File: src/rtl/uart_pkg.sv
// Shared types and helpers for the UART message receiver.
//   rx_state_t  : receive FSM state encoding
//   half_bit    : half a bit period in clk cycles (mid-bit sample offset)
//   parity_calc : parity bit a transmitter would send for the given data
package uart_pkg;

    typedef enum logic [2:0] {
        IDLE,
        START,
        DATA,
        PARITY,
        STOP,
        WAIT_HIGH
    } rx_state_t;

    function automatic int unsigned half_bit(input int unsigned clks_per_bit);
        return clks_per_bit / 2;
    endfunction

    // Data is zero-extended by the caller; unused upper bits do not change the XOR.
    function automatic logic parity_calc(input logic [31:0] data, input logic odd);
        return (^data) ^ odd;
    endfunction

endpackage

File: src/rtl/uart_bit_timer.sv
// Bit-period down-counter for the UART receiver.
//   clk, reset : system clock, asynchronous active-high reset
//   load_half  : reload to reach the middle of the start bit
//   load_full  : reload for one full bit period
//   tick       : counter has reached zero; the FSM samples and reloads here
module uart_bit_timer
    import uart_pkg::*;
#(
    parameter int unsigned CLKS_PER_BIT = 16
) (
    input  logic clk,
    input  logic reset,
    input  logic load_half,
    input  logic load_full,
    output logic tick
);

    localparam int unsigned HALF_BIT = half_bit(CLKS_PER_BIT);
    localparam int unsigned CNT_W    = $clog2(CLKS_PER_BIT);

    logic [CNT_W-1:0] cnt_q;

    always_ff @(posedge clk or posedge reset) begin
        if (reset) begin
            cnt_q <= '0;
        end else if (load_half) begin
            cnt_q <= CNT_W'(HALF_BIT - 1);
        end else if (load_full) begin
            cnt_q <= CNT_W'(CLKS_PER_BIT - 1);
        end else if (cnt_q != '0) begin
            cnt_q <= cnt_q - 1'b1;
        end
    end

    assign tick = (cnt_q == '0);

endmodule

File: src/rtl/uart_msg_rx.sv
// UART receiver that assembles MSG_BYTES characters into one message and
// offers it on a valid/ready handshake.
//   clk, reset  : system clock, asynchronous active-high reset
//   rx          : raw serial input (idle high, asynchronous)
//   msg         : assembled message, first byte in the most significant position
//   msg_valid   : msg holds an unconsumed message; cleared by msg_ready
//   msg_ready   : consumer accept
//   byte_valid  : pulse per accepted character
//   frame_err   : pulse when the stop bit samples low
//   parity_err  : pulse on parity mismatch
//   timeout     : pulse when a partial message is discarded after idling
//   overrun     : pulse when a completed message is dropped (msg_valid still set)
module uart_msg_rx
    import uart_pkg::*;
#(
    parameter int unsigned CLKS_PER_BIT = 16,
    parameter int unsigned DATA_BITS    = 8,
    parameter int unsigned MSG_BYTES    = 3,
    parameter bit          PARITY_EN    = 1'b0,
    parameter bit          PARITY_ODD   = 1'b0,
    parameter int unsigned TIMEOUT_BITS = 32
) (
    input  logic                          clk,
    input  logic                          reset,
    input  logic                          rx,
    output logic [MSG_BYTES*DATA_BITS-1:0] msg,
    output logic                          msg_valid,
    input  logic                          msg_ready,
    output logic                          byte_valid,
    output logic                          frame_err,
    output logic                          parity_err,
    output logic                          timeout,
    output logic                          overrun
);

    localparam int unsigned MSG_W     = MSG_BYTES * DATA_BITS;
    localparam int unsigned IDX_W     = $clog2(MSG_BYTES + 1);
    localparam int unsigned BITN_W    = $clog2(DATA_BITS + 1);
    localparam int unsigned TMO_LIMIT = TIMEOUT_BITS * CLKS_PER_BIT;
    localparam int unsigned TMO_W     = $clog2(TMO_LIMIT + 1);

    // Two-flop synchronizer; resets to the idle line level.
    logic rx_meta, rx_sync;

    always_ff @(posedge clk or posedge reset) begin
        if (reset) begin
            rx_meta <= 1'b1;
            rx_sync <= 1'b1;
        end else begin
            rx_meta <= rx;
            rx_sync <= rx_meta;
        end
    end

    logic load_half, load_full, tick;

    uart_bit_timer #(
        .CLKS_PER_BIT(CLKS_PER_BIT)
    ) u_bit_timer (
        .clk      (clk),
        .reset    (reset),
        .load_half(load_half),
        .load_full(load_full),
        .tick     (tick)
    );

    rx_state_t             state_q, state_d;
    logic [DATA_BITS-1:0]  shift_q, shift_d;
    logic [BITN_W-1:0]     bitn_q, bitn_d;
    logic                  par_bad_q, par_bad_d;
    logic [IDX_W-1:0]      idx_q, idx_d;
    logic [MSG_W-1:0]      partial_q, partial_d;
    logic [MSG_W-1:0]      msg_q, msg_d;
    logic                  msg_valid_q, msg_valid_d;
    logic [TMO_W-1:0]      tmo_cnt_q, tmo_cnt_d;
    logic                  byte_valid_q, byte_valid_d;
    logic                  frame_err_q, frame_err_d;
    logic                  parity_err_q, parity_err_d;
    logic                  timeout_q, timeout_d;
    logic                  overrun_q, overrun_d;
    logic                  handshake;
    logic [MSG_W-1:0]      new_msg;

    always_ff @(posedge clk or posedge reset) begin
        if (reset) begin
            state_q      <= IDLE;
            shift_q      <= '0;
            bitn_q       <= '0;
            par_bad_q    <= 1'b0;
            idx_q        <= '0;
            partial_q    <= '0;
            msg_q        <= '0;
            msg_valid_q  <= 1'b0;
            tmo_cnt_q    <= '0;
            byte_valid_q <= 1'b0;
            frame_err_q  <= 1'b0;
            parity_err_q <= 1'b0;
            timeout_q    <= 1'b0;
            overrun_q    <= 1'b0;
        end else begin
            state_q      <= state_d;
            shift_q      <= shift_d;
            bitn_q       <= bitn_d;
            par_bad_q    <= par_bad_d;
            idx_q        <= idx_d;
            partial_q    <= partial_d;
            msg_q        <= msg_d;
            msg_valid_q  <= msg_valid_d;
            tmo_cnt_q    <= tmo_cnt_d;
            byte_valid_q <= byte_valid_d;
            frame_err_q  <= frame_err_d;
            parity_err_q <= parity_err_d;
            timeout_q    <= timeout_d;
            overrun_q    <= overrun_d;
        end
    end

    always_comb begin
        state_d      = state_q;
        load_half    = 1'b0;
        load_full    = 1'b0;
        shift_d      = shift_q;
        bitn_d       = bitn_q;
        par_bad_d    = par_bad_q;
        idx_d        = idx_q;
        partial_d    = partial_q;
        msg_d        = msg_q;
        msg_valid_d  = msg_valid_q;
        tmo_cnt_d    = '0;
        byte_valid_d = 1'b0;
        frame_err_d  = 1'b0;
        parity_err_d = 1'b0;
        timeout_d    = 1'b0;
        overrun_d    = 1'b0;

        handshake = msg_valid_q && msg_ready;
        // Partial message with the just-received character appended at the LS end.
        new_msg   = (partial_q << DATA_BITS) | MSG_W'(shift_q);

        if (handshake) begin
            msg_valid_d = 1'b0;
        end

        unique case (state_q)
            IDLE: begin
                if (!rx_sync) begin
                    // A start bit on the expiry cycle takes priority over the timeout.
                    load_half = 1'b1;
                    state_d   = START;
                end else if (idx_q != '0) begin
                    if (tmo_cnt_q == TMO_W'(TMO_LIMIT - 1)) begin
                        timeout_d = 1'b1;
                        idx_d     = '0;
                        partial_d = '0;
                    end else begin
                        tmo_cnt_d = tmo_cnt_q + 1'b1;
                    end
                end
            end

            START: begin
                if (tick) begin
                    if (rx_sync) begin
                        state_d = IDLE;  // glitch shorter than half a bit
                    end else begin
                        load_full = 1'b1;
                        bitn_d    = '0;
                        par_bad_d = 1'b0;
                        state_d   = DATA;
                    end
                end
            end

            DATA: begin
                if (tick) begin
                    load_full = 1'b1;
                    shift_d   = {rx_sync, shift_q[DATA_BITS-1:1]};
                    if (bitn_q == BITN_W'(DATA_BITS - 1)) begin
                        state_d = PARITY_EN ? PARITY : STOP;
                    end else begin
                        bitn_d = bitn_q + 1'b1;
                    end
                end
            end

            PARITY: begin
                if (tick) begin
                    load_full = 1'b1;
                    par_bad_d = (rx_sync != parity_calc(32'(shift_q), PARITY_ODD));
                    state_d   = STOP;
                end
            end

            STOP: begin
                if (tick) begin
                    if (!rx_sync) begin
                        frame_err_d = 1'b1;
                        idx_d       = '0;
                        partial_d   = '0;
                        state_d     = WAIT_HIGH;
                    end else if (par_bad_q) begin
                        parity_err_d = 1'b1;
                        idx_d        = '0;
                        partial_d    = '0;
                        state_d      = IDLE;
                    end else begin
                        byte_valid_d = 1'b1;
                        state_d      = IDLE;
                        if (idx_q == IDX_W'(MSG_BYTES - 1)) begin
                            idx_d     = '0;
                            partial_d = '0;
                            // A same-cycle handshake frees the buffer for the new message.
                            if (!msg_valid_q || handshake) begin
                                msg_d       = new_msg;
                                msg_valid_d = 1'b1;
                            end else begin
                                overrun_d = 1'b1;
                            end
                        end else begin
                            idx_d     = idx_q + 1'b1;
                            partial_d = new_msg;
                        end
                    end
                end
            end

            WAIT_HIGH: begin
                if (rx_sync) begin
                    state_d = IDLE;
                end
            end

            default: begin
                state_d = IDLE;
            end
        endcase
    end

    assign msg        = msg_q;
    assign msg_valid  = msg_valid_q;
    assign byte_valid = byte_valid_q;
    assign frame_err  = frame_err_q;
    assign parity_err = parity_err_q;
    assign timeout    = timeout_q;
    assign overrun    = overrun_q;

endmodule

File: config.mk
export PLATFORM = sky130hd
export DESIGN_NAME = uart_msg_rx
export DESIGN_NICKNAME = d
export VERILOG_FILES = /design/src/rtl/uart_pkg.sv /design/src/rtl/uart_bit_timer.sv /design/src/rtl/uart_msg_rx.sv
export SDC_FILE = /design/constraint.sdc
export NUM_CORES = 1
export LEC_CHECK = 0
export BUFFER_PORTS_ARGS = -buffer_cell sky130_fd_sc_hd__buf_2
export CORE_UTILIZATION = 40
export DETAILED_ROUTE_END_ITERATION = 7
export PLACE_DENSITY = 0.57
export SYNTH_ARGS = -nofsm -noshare
export SYNTH_HDL_FRONTEND = slang
export SYNTH_SLANG_ARGS = --single-unit
export TNS_END_PERCENT = 20
File: constraint.sdc
create_clock -name clk -period 8.2 [get_ports clk]
set_input_delay 1.64 -clock clk [delete_from_list [all_inputs] [get_ports clk]]
set_output_delay 1.64 -clock clk [all_outputs]
set_load 0.005 [all_outputs]
### Yosys cells after proc, flatten, opt, wreduce, memory -nomap -nowiden

Index checks and enable logic that the tools add are counted.
W data, S select, Z words.

* mux-type cells: 73
* equality and inequality tests: 21
* add/sub/neg operators: 4
* bitwise gates (word level): 2
* reduce and logical (&&, ||, !) cells: 19

Operator list (count)
* $mux W16: 7
* $mux W10: 4
* $mux W1: 33
* $pmux W16 S2: 1
* $reduce_xor A32 Y1: 1
* $mux W4: 7
* $mux W3: 8
* $ne A2 B2 Y1 const B: 12
* $or A24 B8 Y24: 1
* $pmux W3 S6: 1
* $mux W2: 8
* $add A10 B1 Y10 const B: 1
* $eq A10 B9 Y1 const B: 1
* $reduce_and A5 Y1: 2
* $pmux W4 S2: 1
* $reduce_bool A2 Y1: 4
* $reduce_and A7 Y1: 1
* $eq A3 B2 Y1 const B: 2
* $eq A3 B3 Y1 const B: 2
* $reduce_and A6 Y1: 1
* $add A4 B1 Y4 const B: 1
* $eq A4 B3 Y1 const B: 1
* $logic_not A4 Y1: 1
* $pmux W1 S2: 2
* other kinds (16): 16

* input port bits: 4
* bits in registers: 80
* logic and storage cells: 136
* output and inout port bits: 30

### Logic depth before layout (Yosys ltp)

Gate-level depths: netlist (run 1).

* word-level depth: 8
* depth in mapped cells: 8

### Cells and area by module

Synthesis (run 1) repeated with hierarchy kept, for this count alone.

* cells, all modules: 300
* area total of the unflattened synthesis: 3583.4 µm²

By module, submodules not included
* uart_msg_rx: cells each 278, instances 1, area an instance 3360.7 µm², seq. area each 1904.3 µm²
* uart_bit_timer: cells each 22, instances 1, area an instance 222.7 µm², seq. area each 100.1 µm²

### Worst setup path before layout (run 1)

OpenSTA, ideal clock, no wires.

* kind: in2reg
* start: input port msg_ready
* end: register msg_q[0] (netlist: msg[0])
* library setup time: 0.127 ns
* path slack: 5.575 ns
* stages: 5
* arrival: 2.498 ns
* cells stage by stage: nand2b_1 nor2b_2 buf_6 buf_12 mux2_1

* longest elaborated chain between the ends: 3

RTL lines
* start, declared: RTL line uart_msg_rx.sv:28 `input logic msg_ready,`
* $logic_and A1 B1 Y1: RTL line uart_msg_rx.sv:136 `handshake = msg_valid_q && msg_ready;`
* $logic_or A1 B1 Y1: RTL line uart_msg_rx.sv:213 `if (!msg_valid_q || handshake) begin`
* $reduce_and A6 Y1 (no line)
* end signal, assigned: RTL line uart_msg_rx.sv:107 `msg_q <= msg_d;`
* end, declared: RTL line uart_msg_rx.sv:73 `logic [MSG_W-1:0] msg_q, msg_d;`

Every way passes these cells.
A chain may end at the register's enable or synchronous reset.

### Worst setup path after layout (run 1)

* start: register msg_q[4] (netlist: msg[4])
* end: output port msg[4]

RTL lines
* end, declared: RTL line uart_msg_rx.sv:26 `output logic [MSG_BYTES*DATA_BITS-1:0] msg,`

No word-level cell between the ends.

==> out/results.txt, run 1 <==
largest cells by area after synthesis - dfrtp_1, mux2_4, mux2i_1
Vias/cell - 4.79
DIE AREA - 9640 sq um
max_cap viols - 0
WL final - 6180 microns
RSZ-0062 raised after global routing - no
final worst path period share - 30.8%
Synth Flop Type - dfrtp_1
Clock Skews - 0.0145 ns
Clock Root Buffer - clkbuf_8
DRC Markers - 1
worst skew pair latency - 0.35 ns
Critical Path Source - msg[4]
slew margin rel. - 33.0%
H-tree depth - 3
WL/cell - 13.7 microns
share of cells above drive strength 1 - 28.5%
Setup-failing EPs final - 0
Post-CTS Setup Inserts - 0
Fmax achieved - 0.396 GHz
total power - 809 uW
Max stage delay on crit path - 0.40 ns
CTS tree - done
clock buffer depth - 2
die width - 98.2 microns
setup TNS - 0 ns
CP Max Fanout - 2
Min Clock Period, post-route - 2.53 ns
Buf+Inv Stages, Crit Path - 1
Power Density - 198 nW/um^2
first-pass GRT wire length - 10,600 microns
Mean Syn Cell Area - 12.1 sq um
sequential area share after synthesis - 54.2%
Crit path max-delay family - flip-flops
Post-layout nets - 346
dpl hpwl - 4040 microns
vias in the first global route - 2,088
initial antenna violation count - 0
die height - 98.2 microns
failing checks - DRC
input/output buffers - 33
post-route ant nets - 0
GRT overflow - 0
status - finished with violations
cell breakdown of the critical path - buf_2
DRT iter0 DRCs - 117
flop-to-flop setup slack - 5.81 ns
WHS Path Cells - 0
num rows - 34
Worst EP required - 6.56 ns
Final Max Tran Viols - 0
crit start category - flop
final hold violation count - 0
worst path arrival time - 0.89 ns
RR Startpoint - u_bit_timer.cnt_q[0]
Pre-antenna DRT Iters - 8
CTS sink cnt - 80
CTS Hold Bufs - 0
io pins - 34
clock-pin slew on the worst setup and hold paths - 0.09 ns
Worst Hold Path EP - rx_sync
Post-synth EDFFs - 0
filler instances - 838
maximum VDD drop - 0.0674 mV
WS Path Type - flop to output pin
worst slew pin tran - 1.01 ns
share of the synthesized area in the top cell type - 52.7%
quantity of gates resized following cts - 0
TritonCTS Buffers - 9
gpl congestion - 0.708
most area-hungry cell type in the Yosys netlist - dfrtp_1
capturing point of the worst reg2reg path - msg[22]
async set-reset flop share out of synthesis - 100%
synthesis-stage register bit count - 80
Crit. End Element - output pin
synthesized area - 3700 sq um
Hold WC Path Type - flop to flop
GR Util All Layers - 14.1%
largest net degree at the start of global routing - 81
Starting Density - 41.8%
Synth top cells by count - dfrtp_1, nand2_1, inv_1, nor2_1, mux2i_1
Crit-path slowest cell - dfrtp_1
Syn Nets - 313
synth unique cells - 52
Synthesis Warnings - 0
count leader, synth - dfrtp_1
Reg2Reg Depth - 7
Leakage - 1.91 nW
area grow syn2layout - 10.5%
# diodes - 0
Vias - 2,167
Mapped Cells - 306
origin of the worst min-delay path - rx_meta
Core Box Area - 8850 sq um
placed cells by master, fill, tap and decap left out, types with 3 or more instances in the layout:
master / count
inv_1: 25
ha_1: 3
xnor2_1: 10
a21oi_1: 3
buf_2: 33
xor2_1: 3
mux2_4: 18
nor2_1: 21
clkinv_4: 4
nand3_1: 6
clkbuf_8: 9
buf_4: 3
o21ai_0: 5
dfrtp_1: 78
nor2b_1: 3
mux2_1: 3
mux2_2: 13
nor3_1: 9
nand2b_1: 3
mux2i_1: 20
nand2_1: 33
cell families (layout without fill, tap and decap cells):
group                      after synthesis  after routing  share of synthesized area [%]
adders and majority gates                3              3                           1.01
AOI/OAI and AO/OA                       22             22                           4.53
and+or+nand+nor                         93             93                           12.9
muxes                                   54             54                           17.6
buffers and inverters                   40             78                           6.08
DFF                                     80             80                           54.2
xor gates and xnor gates                14             14                           3.68
layout make-up:
type / instances / area [sq um] / share of cell area [%]
sequential: 80 / 2000 / 49.0
clock buffer: 9 / 124 / 3.03
multi-input combinational: 186 / 1480 / 36.3
tap: 108 / 135 / 3.30
inverter: 26 / 98.8 / 2.42
timing repair buffer: 36 / 188 / 4.59
clock inverter: 7 / 56.3 / 1.38
report_power, final:
group / total [mW] / leakage (nW) / internal, mW / switching [mW]
Clock: 0.261 / 0.0898 / 0.112 / 0.148
Combinational: 0.101 / 0.725 / 0.0477 / 0.0534
Sequential: 0.447 / 1.10 / 0.415 / 0.0320
metal layers:
layer,up-vias,global-route usage [%],wire length [microns]
li1,1092,-,-
met1,1030,21.1,3310
met2,35,19.5,2590
met3,10,2.79,192
met4,0,6.89,84
met5,-,0,0
sequential cells by signal (all words and copies together) (netlist names):
register / count
state_q: 3
msg_valid: 1
parity_err: 1
rx_sync: 1
shift_q: 8
msg: 24
tmo_cnt_q: 10
timeout: 1
bitn_q: 4
byte_valid: 1
overrun: 1
par_bad_q: 1
partial_q: 16
u_bit_timer.cnt_q: 4
idx_q: 2
rx_meta: 1
frame_err: 1
worst max-delay path by stage:
stage,to,cells past startpoint
detailed placement,msg[22],5
CTS,msg[4],1
finish,msg[4],1
global route,msg[22],5
global placement,msg[20],5
floorplan,bitn_q[0],1
per-stage QoR:
stage	hold WS [ns]	instances	area, sq um	worst slack (ns)	utilization [%]
after floorplan	0.345	306	3700	4.51	-
after global placement	0.347	436	3910	5.34	44.2
after detailed placement	0.354	436	3910	5.31	44.2
after CTS	0.367	452	4090	5.65	46.2
after global routing	0.370	452	4090	5.62	46.2
final	0.365	452	4090	5.67	46.2
(Power assumes the default switching activity.)
==> run 2, diff against run 1 <==
ABC_AREA = 1   (was not set)
PLACE_DENSITY = 0.6   (was 0.57)
clock period = 2.05 ns   (was 8.2 ns; I/O delays follow)
==> run 2 against run 1 <==
  * Clock power increased to 4.7 times the previous value
  * Sequential share of layout area shrank 0.27 points
  * The run now ends clean
  * Cell count increased by 28%
  * First-iteration DRC count is 27% lower
  * Count of clock-buffer cells in the layout is the same
  * Utilization grew 0.71 points
  * Power increased to 4.3 times the previous value
  * Non-clock buffer count grew 1
  * Global-route usage grew 1.1 points
  * Largest cell class unchanged
==> out/results.txt, run 2 <==
Vias/cell - 4.72
Final Max Tran Viols - 0
sequential area share after synthesis - 55.3%
Hold WC Path Type - primary input to asynchronous set/reset pin
cell breakdown of the critical path - inv_1, ha_1, nand2_1, nor2_1, buf_4, inv_2, nor2_1, o22ai_1, nand2_1, o21ai_1
filler instances - 893
input/output buffers - 33
CP Max Fanout - 10
worst skew pair latency - 0.36 ns
Synth top cells by count - nand2_1, dfrtp_1, nor2_1, inv_1, a21oi_1
clock-pin slew on the worst setup and hold paths - 0.09 ns
clock buffer depth - 2
share of the synthesized area in the top cell type - 53.9%
Post-layout nets - 473
Crit. End Element - flop
Setup-failing EPs final - 0
Syn Nets - 436
Core Box Area - 8760 sq um
Worst EP required - 2.28 ns
first-pass GRT wire length - 11,500 microns
Leakage - 2.07 nW
# diodes - 0
post-route ant nets - 0
slew margin rel. - 62.7%
Largest register FFs - 24
maximum VDD drop - 0.353 mV
Vias - 2,734
Crit-path slowest cell - dfrtp_1
Min Clock Period, post-route - 1.86 ns
initial antenna violation count - 0
Post-synth EDFFs - 0
setup TNS - 0 ns
gpl congestion - 0.793
synth unique cells - 29
crit start category - flop
status - complete, no violations
TritonCTS Buffers - 9
DRT iter0 DRCs - 85
Buf+Inv Stages, Crit Path - 3
xor/xnor share of the synthesized area - 1.21%
Compound-Gate Fraction of Synth Area - 9.25%
WS Path Type - flop to flop
final worst path period share - 90.8%
vias in the first global route - 2,457
share of cells above drive strength 1 - 15.9%
synthesis-stage register bit count - 80
CTS sink cnt - 80
Synthesis Warnings - 0
RSZ-0062 raised after global routing - no
Crit path max-delay family - simple AND/OR/NAND/NOR gates
Starting Density - 41.3%
Clock Skews - 0.0128 ns
Clock Root Buffer - clkbuf_8
die width - 97.2 microns
Synth Flop Type - dfrtp_1
post-synthesis simple-gate area fraction - 25.0%
num rows - 34
worst path arrival time - 2.10 ns
max_cap viols - 0
commonest cells after routing, fill and taps aside - nand2_1, dfrtp_1, nor2_1
GR Util All Layers - 15.2%
most area-hungry cell type in the Yosys netlist - dfrtp_1
Mapped Cells - 429
DRC Markers - 0
final hold violation count - 0
WL/cell - 11.5 microns
Mean Syn Cell Area - 8.45 sq um
GRT overflow - 0
Util after Layout - 46.9%
worst slew pin tran - 0.558 ns
async set-reset flop share out of synthesis - 100%
largest family of logic cells by synthesized area - simple AND/OR/NAND/NOR gates
Max stage delay on crit path - 0.38 ns
WL final - 6670 microns
die height - 97.2 microns
largest cells by area after synthesis - dfrtp_1, nand2_1, nor2_1
Pre-antenna DRT Iters - 6
Power Density - 843 nW/um^2
H-tree depth - 3
io pins - 34
area grow syn2layout - 13.5%
largest net degree at the start of global routing - 49
multiplexer share of the synthesized area - 0.276%
Post-CTS Setup Inserts - 0
count leader, synth - nand2_1
commonest non-fill, non-tap cell in the layout - nand2_1
dpl hpwl - 4700 microns
CTS tree - done
Post-Synth Adder-Cell Area - 1.04%
Fmax achieved - 0.537 GHz
synthesized area - 3620 sq um
DIE AREA - 9440 sq um
-- run 2: cell count changes after synthesis, moves of 13 or more --
| cell | previous run | this run |
|---|---|---|
| a21oi_1 | 3 | 22 |
| inv_1 | 26 | 48 |
| nand2_1 | 33 | 105 |
| mux2_4 | 18 | 0 |
| o21ai_1 | 0 | 17 |
| mux2_2 | 13 | 0 |
| nor2_1 | 21 | 68 |
| mux2i_1 | 20 | 1 |
-- run 2: report_power, final --
part,total [mW],switching [mW],internal (mW)
registers,1.73,0.0644,1.67
logic,0.516,0.346,0.169
clock network,1.22,0.630,0.588
-- run 2: path summary, 6_finish.rpt --
check	endpoint	cells after the start	slack, ns	from
hold reg to reg	rx_sync	0	0.36	rx_meta
setup / recovery	bitn_q[2]	10	0.19	u_bit_timer.cnt_q[0]
min in group clk	rx_meta	1	0.15	rx
hold / removal	idx_q[0]	2	0.10	reset
setup reg to reg	bitn_q[2]	10	0.19	u_bit_timer.cnt_q[0]
max in group asynchronous	shift_q[1]	3	1.39	reset
-- run 2: final cells by class --
cell class	count	area [sq um]	area share (%)
Sequential cell	80	2000	48.8
Tap cell	108	135	3.29
Inverter	51	195	4.75
Multi-Input combinational cell	287	1350	32.7
Clock buffer	9	124	3.01
Clock inverter	7	83.8	2.04
Timing Repair Buffer	37	224	5.45
-- run 2: what timing repair did --
item                       4_1_cts  5_1_grt
setup endpoints to repair        0       23
hold buffers                     0        0
gates resized for setup          0        4
-- run 2: metrics by stage --
| step | total power [mW] | cell area (sq um) | hold slack [ns] | instances | setup slack (ns) |
|---|---|---|---|---|---|
| 6_report | 3.47 | 4110 | 0.101 | 579 | 0.188 |
| 5_1_grt | 3.67 | 4110 | 0.128 | 579 | 0.0102 |
| 3_5_place_dp | 2.27 | 3890 | 0.348 | 563 | 0.157 |
| 2_1_floorplan | 2.16 | 3630 | 0.345 | 429 | 0.433 |
| 3_3_place_gp | 2.26 | 3890 | 0.348 | 563 | 0.185 |
| 4_1_cts | 3.51 | 4100 | 0.100 | 579 | 0.127 |
-- run 2: cells by family after synthesis --
family	after synthesis
AOI/OAI and AO/OA	63
xor gates and xnor gates	5
muxes	1
adders and majority gates	3
and+or+nand+nor	215
buffers and inverters	62
DFF	80
-- run 2: layer usage --
layer	GRT usage, %	vias up	wire length, microns
met1	21.2	1246	3380
met5	0	-	0
met4	7.35	0	130
met2	22.8	45	2960
met3	3.02	11	190
li1	-	1432	-
==> run 3, diff against run 2 <==
--- a/config.mk
+++ b/config.mk
@@ -7,8 +7,8 @@
 export LEC_CHECK = 0
 export ABC_AREA = 1
-export BUFFER_PORTS_ARGS = -buffer_cell sky130_fd_sc_hd__buf_2
 export CORE_UTILIZATION = 40
 export DETAILED_ROUTE_END_ITERATION = 7
-export PLACE_DENSITY = 0.6
+export DONT_BUFFER_PORTS = 1
+export PLACE_DENSITY = 0.56
 export SYNTH_ARGS = -nofsm -noshare
 export SYNTH_HDL_FRONTEND = slang
==> constraint.sdc (replaced) <==
create_clock -name clk -period 2.05 [get_ports clk]
set_input_delay 0.41 -clock clk [delete_from_list [all_inputs] [get_ports clk]]
set_output_delay 0.41 -clock clk [all_outputs]
set_load 0.05 [all_outputs]
==> run 3 against run 2 <==
  * Via count decreased by 4.2%
  * Combinational power about the same
  * Register-to-register slack improved by 0.03 ns
  * Power increased by 3.1%
  * Cell count decreased by 5.5%
  * Fmax increased by 1.7%
  * Clock power increased by 9%
  * Worst setup slack improved by 0.030 ns
  * Routed wire length decreased by 0.99%
  * Largest power group unchanged
  * Highest routed layer unchanged
==> out/results.txt, run 3 (synthesis results as in run 2) <==
flop-to-flop setup slack - 0.22 ns
Vias/cell - 4.79
H-tree depth - 3
gpl congestion - 0.894
die width - 97.2 microns
GRT overflow - 0
Worst EP required - 2.26 ns
post-route ant nets - 0
Final Instance Area - 3950 sq um
worst slew pin tran - 0.483 ns
crit start category - flop
Post-CTS Setup Inserts - 0
Min Clock Period, post-route - 1.83 ns
commonest non-fill, non-tap cell in the layout - nand2_1
Core Box Area - 8760 sq um
filler instances - 861
Largest register FFs - 24
worst hold slack - 0.0490 ns
die height - 97.2 microns
Pre-antenna DRT Iters - 4
maximum VDD drop - 0.318 mV
worst skew pair latency - 0.35 ns
cell mode on critical path - nand2_1
GR Util All Layers - 15.0%
Clock Skews - 0.0113 ns
largest net degree at the start of global routing - 81
DIE AREA - 9440 sq um
final non-filler cell total - 547
Post-layout nets - 441
Clock Root Buffer - clkbuf_8
status - complete, no violations
Setup-failing EPs final - 0
input/output buffers - 0
Area after DPL - 3720 sq um
CP Max Fanout - 48
RSZ-0062 raised after global routing - no
Max stage delay on crit path - 0.38 ns
DRT iter0 DRCs - 85
Hold WC Path Type - primary input to asynchronous set/reset pin
met1 WL - 3370 microns
clock buffer depth - 2
capturing point of the worst reg2reg path - msg[18]
clock-pin slew on the worst setup and hold paths - 0.09 ns
crit path capture - msg[18]
WL/cell - 12.1 microns
Max Used Layer - met4
Vias - 2,620
area grow syn2layout - 8.98%
io pins - 34
wire length on met3 - 253 microns
setup TNS - 0 ns
RR Startpoint - u_bit_timer.cnt_q[0]
total power - 3.58 mW
commonest cells after routing, fill and taps aside - nand2_1, dfrtp_1, nor2_1
dpl hpwl - 4440 microns
Crit. End Element - flop
num rows - 34
cell breakdown of the critical path - inv_1, ha_1, nand2_1, nor2_1, nand2_2, nor2_4, nand4_2, buf_4, nand2_1, o21ai_0
worst path arrival time - 2.04 ns
Met2 Wirelength - 2910 microns
area of the multi-input gates - 1340 sq um
max_cap viols - 0
final hold violation count - 0
WL final - 6600 microns
Critical Path Source - u_bit_timer.cnt_q[0]
slew margin rel. - 67.8%
vias in the first global route - 2,399
TritonCTS Buffers - 9
Leakage - 1.90 nW
first-pass GRT wire length - 11,400 microns
# diodes - 0
CTS sink cnt - 80
Post-Place Cells - 531
CTS tree - done
Fmax achieved - 0.546 GHz
Crit-path slowest cell - dfrtp_1
WS Path Type - flop to flop
Power Density - 906 nW/um^2
DRC Markers - 0
Sequential Area - 2000 sq um
final worst path period share - 89.3%
Reg2Reg Depth - 10
share of cells above drive strength 1 - 9.34%
Starting Density - 41.3%
Final Max Tran Viols - 0
initial antenna violation count - 0
## run 3: power by group
| group | internal [mW] | leakage [nW] | switching, mW |
|---|---|---|---|
| clock | 0.704 | 0.116 | 0.621 |
| combinational | 0.163 | 0.681 | 0.354 |
| sequential | 1.67 | 1.10 | 0.0644 |
## run 3: what timing repair did
action                                  in CTS  in global routing
resized for setup                            0                  1
hold buffers                                 0                  0
endpoints found under the setup margin       0                  4
## run 3: critical path, delay by kind of cell, from the launching register on
family	cells	cell delay, ns
buffers and inverters	2	0.37
flip-flops	1	0.38
AND/OR/NAND/NOR	6	0.66
AO/OA/AOI/OAI	1	0.09
adder cells (fa/ha/maj)	1	0.21
## run 3: worst min path at each step
stage             from   endpoint  slack (ns)  depth (start not counted)
6_report         reset  bitn_q[0]        0.05                          2
5_1_grt             rx    rx_meta        0.04                          0
4_1_cts             rx    rx_meta        0.04                          0
3_5_place_dp   rx_meta    rx_sync        0.35                          0
3_3_place_gp   rx_meta    rx_sync        0.35                          0
2_1_floorplan  rx_meta    rx_sync        0.35                          0
## run 3: cell type report
cell class                 instances  area share, %
timing repair buffer               5           1.27
clock inverter                     7           2.60
inverter                          51           4.94
tap                              108           3.42
multi-input combinational        287           33.9
clock buffer                       9           3.14
sequential                        80           50.8
## run 3: per-layer routing
metal  vias up  global-route usage [%]
met5         -                       0
met4         0                    5.40
met3         7                    4.32
met2        48                    21.7
met1      1200                    21.3
li1       1365                       -
## run 3: through the flow
stage | utilization (%) | setup WS (ns)
2_1_floorplan | - | 0.421
3_3_place_gp | 42.4 | 0.246
3_5_place_dp | 42.4 | 0.167
4_1_cts | 45.0 | 0.114
5_1_grt | 45.1 | 0.00758
6_report | 45.1 | 0.219
